<file path="src/rtl/lc2k_mem_requester.sv">
// lc2k_mem_requester: one-at-a-time lw/sw requester driving a req/ack word-addressed memory port.
module lc2k_mem_requester #(
    parameter int ADDR_BITS = 6,
    parameter int TIMEOUT = 15
) (
    input  logic                 clk,
    input  logic                 reset,
    input  logic                 cpu_valid,
    input  logic                 cpu_write,
    input  logic [31:0]          cpu_addr,
    input  logic [31:0]          cpu_wdata,
    output logic                 cpu_ready,
    output logic                 resp_valid,
    output logic [31:0]          resp_data,
    output logic                 addr_error,
    output logic                 timeout_error,
    output logic                 mem_req,
    output logic                 mem_we,
    output logic [ADDR_BITS-1:0] mem_addr,
    output logic [31:0]          mem_wdata,
    input  logic                 mem_ack,
    input  logic [31:0]          mem_rdata
);
    localparam int CW = $clog2(TIMEOUT + 1);

    typedef enum logic [1:0] {IDLE, ISSUE, RESP} state_t;

    state_t        state;
    logic [CW-1:0] cnt;
    logic          out_of_range;

    assign cpu_ready = (state == IDLE);
    assign out_of_range = (cpu_addr >> ADDR_BITS) != 32'd0;

    always_ff @(posedge clk) begin
        if (reset) begin
            state         <= IDLE;
            cnt           <= '0;
            mem_req       <= 1'b0;
            mem_we        <= 1'b0;
            mem_addr      <= '0;
            mem_wdata     <= '0;
            resp_valid    <= 1'b0;
            resp_data     <= '0;
            addr_error    <= 1'b0;
            timeout_error <= 1'b0;
        end else begin
            resp_valid    <= 1'b0;
            addr_error    <= 1'b0;
            timeout_error <= 1'b0;
            case (state)
                IDLE: if (cpu_valid) begin
                    if (out_of_range) begin
                        state      <= RESP;
                        resp_valid <= 1'b1;
                        addr_error <= 1'b1;
                        resp_data  <= '0;
                    end else begin
                        state     <= ISSUE;
                        mem_req   <= 1'b1;
                        mem_we    <= cpu_write;
                        mem_addr  <= cpu_addr[ADDR_BITS-1:0];
                        mem_wdata <= cpu_wdata;
                        cnt       <= '0;
                    end
                end
                ISSUE: begin
                    // ack wins over a timeout firing on the same edge
                    if (mem_ack) begin
                        state      <= RESP;
                        mem_req    <= 1'b0;
                        resp_valid <= 1'b1;
                        resp_data  <= mem_we ? 32'd0 : mem_rdata;
                    end else if (cnt == CW'(TIMEOUT - 1)) begin
                        state         <= RESP;
                        mem_req       <= 1'b0;
                        resp_valid    <= 1'b1;
                        timeout_error <= 1'b1;
                        resp_data     <= '0;
                    end else begin
                        cnt <= cnt + 1'b1;
                    end
                end
                default: state <= IDLE;
            endcase
        end
    end
endmodule

</file>
<file path="config.mk">
export PLATFORM = sky130hd
export DESIGN_NAME = lc2k_mem_requester
export DESIGN_NICKNAME = d
export VERILOG_FILES = /design/src/rtl/lc2k_mem_requester.sv
export SDC_FILE = /design/constraint.sdc
export NUM_CORES = 1
export LEC_CHECK = 0
export CORE_ASPECT_RATIO = 1.4
export CORE_MARGIN = 2
export CORE_UTILIZATION = 65
export CTS_CLUSTER_DIAMETER = 40
export CTS_CLUSTER_SIZE = 25
export DETAILED_ROUTE_END_ITERATION = 8
export DONT_BUFFER_PORTS = 1
export PLACE_DENSITY = 0.92
export SYNTH_ARGS = -nofsm -noshare
export SYNTH_HDL_FRONTEND = slang
export SYNTH_SLANG_ARGS = --single-unit
</file>
<file path="constraint.sdc">
create_clock -name clk -period 5.8 [get_ports clk]
set_input_delay 0.87 -clock clk [delete_from_list [all_inputs] [get_ports clk]]
set_output_delay 0.87 -clock clk [all_outputs]
set_load 0.1 [all_outputs]
</file>
==> Word-level counts from Yosys, hierarchy flattened <==
Index checks and enable logic that the tools add are counted.
{ "op_classes": {"eq_ne": 8, "addsub": 1, "bitwise_logic": 3, "mux": 26, "reduce_logical": 10} }
{ "op_table": {"columns": ["operator", "count"], "rows": [
  ["32-bit two-way mux", 5],
  ["32-bit case mux with 2 select lines", 1],
  ["32-bit nonzero test", 1],
  ["4-bit two-way mux", 4],
  ["1-bit two-way mux", 8],
  ["2-bit two-way mux", 4],
  ["2-bit inequality test (second input constant)", 4],
  ["4-bit case mux with 2 select lines", 1],
  ["4-bit AND reduction", 2],
  ["5-bit AND reduction", 1],
  ["4-bit by 1-bit adder with 4-bit output (second input constant)", 1],
  ["4-bit equality test (second input constant)", 1],
  ["1-bit case mux with 2 select lines", 2],
  ["2-bit case mux with 2 select lines", 1],
  ["3-bit inequality test (second input constant)", 1],
  ["1-bit inverter", 3],
  ["3-bit AND reduction", 1],
  ["3-bit OR reduction", 1],
  ["2-bit by 1-bit equality test with 1-bit output (second input constant)", 1],
  ["2-bit logical NOT", 1],
  ["2-bit by 1-bit inequality test with 1-bit output (second input constant)", 1],
  ["2-bit AND reduction", 1],
  ["2-bit nonzero test", 1],
  ["2-bit OR reduction", 1]
]} }
{ "word_totals": {"out_inout_bits": 76, "word_cells": 58, "inputBits": 101, "reg_bits": 81} }

==> Logic depth before layout (Yosys ltp) <==
{ "depth": {"depth_word": 4, "mapped_depth": 7, "depth_no_buf": 6} }

==> Worst setup path after synthesis <==
No wires, ideal clock.
{ "synth_path": {"path_kind": "register -> register", "from": "register state[1]", "to": "register cnt[1]", "required_time_ps": 5677, "path_slack_ps": 2699, "setup_time_ps": 123, "arrival_ps": 2978, "stages_incl_launch_ff": 7, "n_path_buf": 1, "synth_period_minus_slack_ps": 3101, "cell_sequence": "dfxtp_1 nor2_1 nand2_1 or4_1 clkbuf_1 nand2_2 mux2_1"} }
{ "synth_via": {"elab_chain_len": 3, "word_cells_on_any_way": 9, "cone_classes": "5 x eq/ne; 1 x mux; 3 x reduce/logical"} }
{ "synth_lines": {"columns": ["element", "line", "text"], "rows": [
  ["start, declared", "28", "state_t state;"],
  ["start signal, assigned", "37", "state <= IDLE;"],
  ["start signal, assigned", "54", "state <= RESP;"],
  ["start signal, assigned", "59", "state <= ISSUE;"],
  ["2-bit logical NOT (*)", null, null],
  ["net cpu_ready", "12", "output logic cpu_ready,"],
  ["2-bit inequality test (no line) / 2-bit nonzero test (equally long branches)", null, null],
  ["5-bit AND reduction (no line)", null, null],
  ["end signal, assigned", "81", "cnt <= cnt + 1'b1;"],
  ["end, declared", "29", "logic [CW-1:0] cnt;"]
]} }
The timed path passes the listed nets; every way through them passes the cells marked *.
A chain may end at the register's enable or synchronous reset.

==> Worst setup path in the final report <==
{ "layout_path": {"from": "register state[1]", "to": "register cnt[0]"} }
The elaborated chain is that of the path after synthesis.

==> flow_metrics.tcl <==
set metrics [dict create \
    status "completed" \
    critPathLaunchType "flip-flop" \
    die-area_um2 5670 \
    place.gp.congestion 0.846 \
    drtIter0Drc 178 \
    antenna_found_initial 0 \
    syn-num-nets 473 \
    crit_path_max_fanout 21 \
    drt-vias-per-instance 6.06 \
    syn-cell-area_um2 3300 \
    cts_resized 0 \
    cap_viol_max_count 0 \
    start_util 0.676 \
    core-area_um2 4880 \
    drv_slew 0 \
    hold_path_class "flip-flop to flip-flop" \
    leakage_uw 0.00123 \
    hold_violations 0 \
    worst_pin_slew_ns 1.20 \
    max_slew_margin 0.196 \
    htree_levels 3 \
    final_nets 461 \
    setup_viol 0 \
    dp_hpwl_mm 5.41 \
    io-pin-count 177 \
    drive_above_1_share 0.0771 \
    cts_hold_buf 0 \
    clock_latency_ns 0.34 \
    firstDrtPassIters 4 \
    whs_ns 0.513 \
    crit_required_ns 6.03 \
    final_cell_mix "nand2_1, dfxtp_1, nor2b_1" \
    grt.total_usage 0.255 \
    cts_sinks 81 \
    num_rows 30 \
    rsz0062_at_grt "no" \
    slowest_delay_ns 0.91 \
    post_cts_buffers 0 \
    path_clk_slew_ns 0.08 \
    grt_pass1_vias 2491 \
    synth-seq-area-share 0.491 \
    ys_seq_elements 81 \
    path_buf_inv 1 \
    cp-end-kind "flip-flop" \
    areaGrowthSynthToFinish_pct 6.90 \
    grt_start_max_net_pins 85 \
    yosysWarnings 0 \
    crit_arrival_ns 3.46 \
    avgSynthCellArea_um2 8.92 \
    cp_top_family "simple AND/OR/NAND/NOR gates" \
    cts_tree "yes" \
    clock_skew_ns 0.0124 \
    ant_nets 0 \
    cts.path.max_buffers 2 \
    diodes 0 \
    grt_pass1_wl_mm 11.2 \
    min_period_ns 3.23 \
    peakVddDrop_uv 198 \
    timing.final.crit_share 0.558 \
    power_density_nw_per_um2 293 \
    die_h_um 88.3 \
    die_x_um 64.2 \
    wire_per_inst_um 17.8 \
    finalSetupTns_ns 0 \
    crit_chain "nor2_2, nand2_1, nor4_4, buf_4, nor4b_1, a31o_2" \
    port_buffers 0 \
    netlist_instances 370 \
    drc 0 \
    layout_commonest_cell "nand2_1" \
    cts_root_buf "clkbuf_8" \
    vias 2587 \
    numCtsBuffers 9 \
    gr-total-overflow 0 \
    synth.distinct_cells 32 \
    fillers 367 \
    critPathKind "flip-flop to flip-flop" \
    routed_wl_mm 7.62 \
    cpMaxStageDelayCell "nor4_4" \
    fmax_mhz 309 \
]
## routing by layer
layer	wire [um]	GRT usage
met5	0	0
met2	3640	0.425
met3	777	0.0916
met4	447	0.203
met1	2760	0.260
## worst paths after layout
kind | startpoint | endpoint | slack [ns] | depth (start not counted)
worst max-delay path | state[1]$_SDFFE_PP0P_ | cnt[0]$_SDFFE_PP0P_ | 2.57 | 6
worst max register to register | state[1]$_SDFFE_PP0P_ | cnt[0]$_SDFFE_PP0P_ | 2.57 | 6
worst min-delay path | cnt[3]$_SDFFE_PP0P_ | timeout_error$_SDFF_PP0_ | 0.51 | 2
worst min register to register | cnt[3]$_SDFFE_PP0P_ | timeout_error$_SDFF_PP0_ | 0.51 | 2
## worst register-to-register path, cell delays in order (launching register included)
cell     delay (ns)
dfxtp_1        0.35
nor2_2         0.88
nand2_1        0.32
nor4_4         0.91
buf_4          0.38
nor4b_1        0.08
a31o_2         0.21
## report_power, final
group          total (uW)  internal, uW  switching [uW]
clock network         455           266             189
logic                13.9          3.75            10.2
registers             563           557            6.69
## through the flow
| stage | worst slack (ns) | area (um^2) | cells | total power (uW) | util |
|---|---|---|---|---|---|
| 2_1_floorplan | 2.70 | 3300 | 370 | 595 | - |
| 3_3_place_gp | 2.56 | 3300 | 411 | 591 | 0.676 |
| 3_5_place_dp | 2.54 | 3300 | 411 | 591 | 0.676 |
| 4_1_cts | 2.56 | 3530 | 427 | 1040 | 0.723 |
| 5_1_grt | 2.39 | 3530 | 427 | 1060 | 0.723 |
| 6_report | 2.57 | 3530 | 427 | 1030 | 0.723 |
## sequential cells by signal, indices dropped and copies added, names as in the netlist, 2 cells and up
register and cells:
state 2, cnt 4, mem_addr 6, resp_data 32, mem_wdata 32
## cell type report
type	count	area (um^2)	area share
clock inverters	4	75.1	0.0213
inverters	2	7.51	0.00213
multi-input cells	260	1560	0.442
repair buffers	4	30.0	0.00851
flip-flops and latches	81	1620	0.460
well taps	64	80.1	0.0227
clock buffers	12	155	0.0440
## cells by family (layout without fill, tap and decap cells)
family	count (synthesis)	count (layout)	synth area share
muxes	3	3	0.00948
xor gates and xnor gates	2	2	0.00531
buffers and inverters	29	22	0.0429
adders and majority gates	2	2	0.00758
and+or+nand+nor	178	178	0.279
DFF	81	81	0.491
AOI/OAI and AO/OA	75	75	0.164
## cell usage after synthesis
cell | instances | area (um^2)
a21oi_1 | 40 | 200
a221o_1 | 32 | 320
a31o_2 | 1 | 8.76
a31oi_1 | 1 | 6.26
buf_1 | 1 | 3.75
buf_2 | 8 | 40.0
buf_6 | 3 | 33.8
clkbuf_1 | 15 | 56.3
dfxtp_1 | 81 | 1620
ha_1 | 2 | 25.0
inv_1 | 2 | 7.51
mux2_1 | 1 | 11.3
mux2i_1 | 2 | 20.0
nand2_1 | 82 | 308
nand2_2 | 1 | 6.26
nand2b_1 | 4 | 25.0
nand3_1 | 1 | 5.00
nand4_1 | 2 | 12.5
nor2_1 | 6 | 22.5
nor2b_1 | 64 | 400
nor3_1 | 4 | 20.0
nor3_4 | 1 | 16.3
nor3b_1 | 2 | 15.0
nor4_1 | 5 | 31.3
nor4_2 | 1 | 12.5
nor4b_1 | 2 | 17.5
o21ai_0 | 1 | 5.00
or3_4 | 1 | 11.3
or4_1 | 1 | 7.51
or4_4 | 1 | 11.3
xnor2_1 | 1 | 8.76
xor2_1 | 1 | 8.76
No activity file was read; power rests on OpenSTA's default activity.
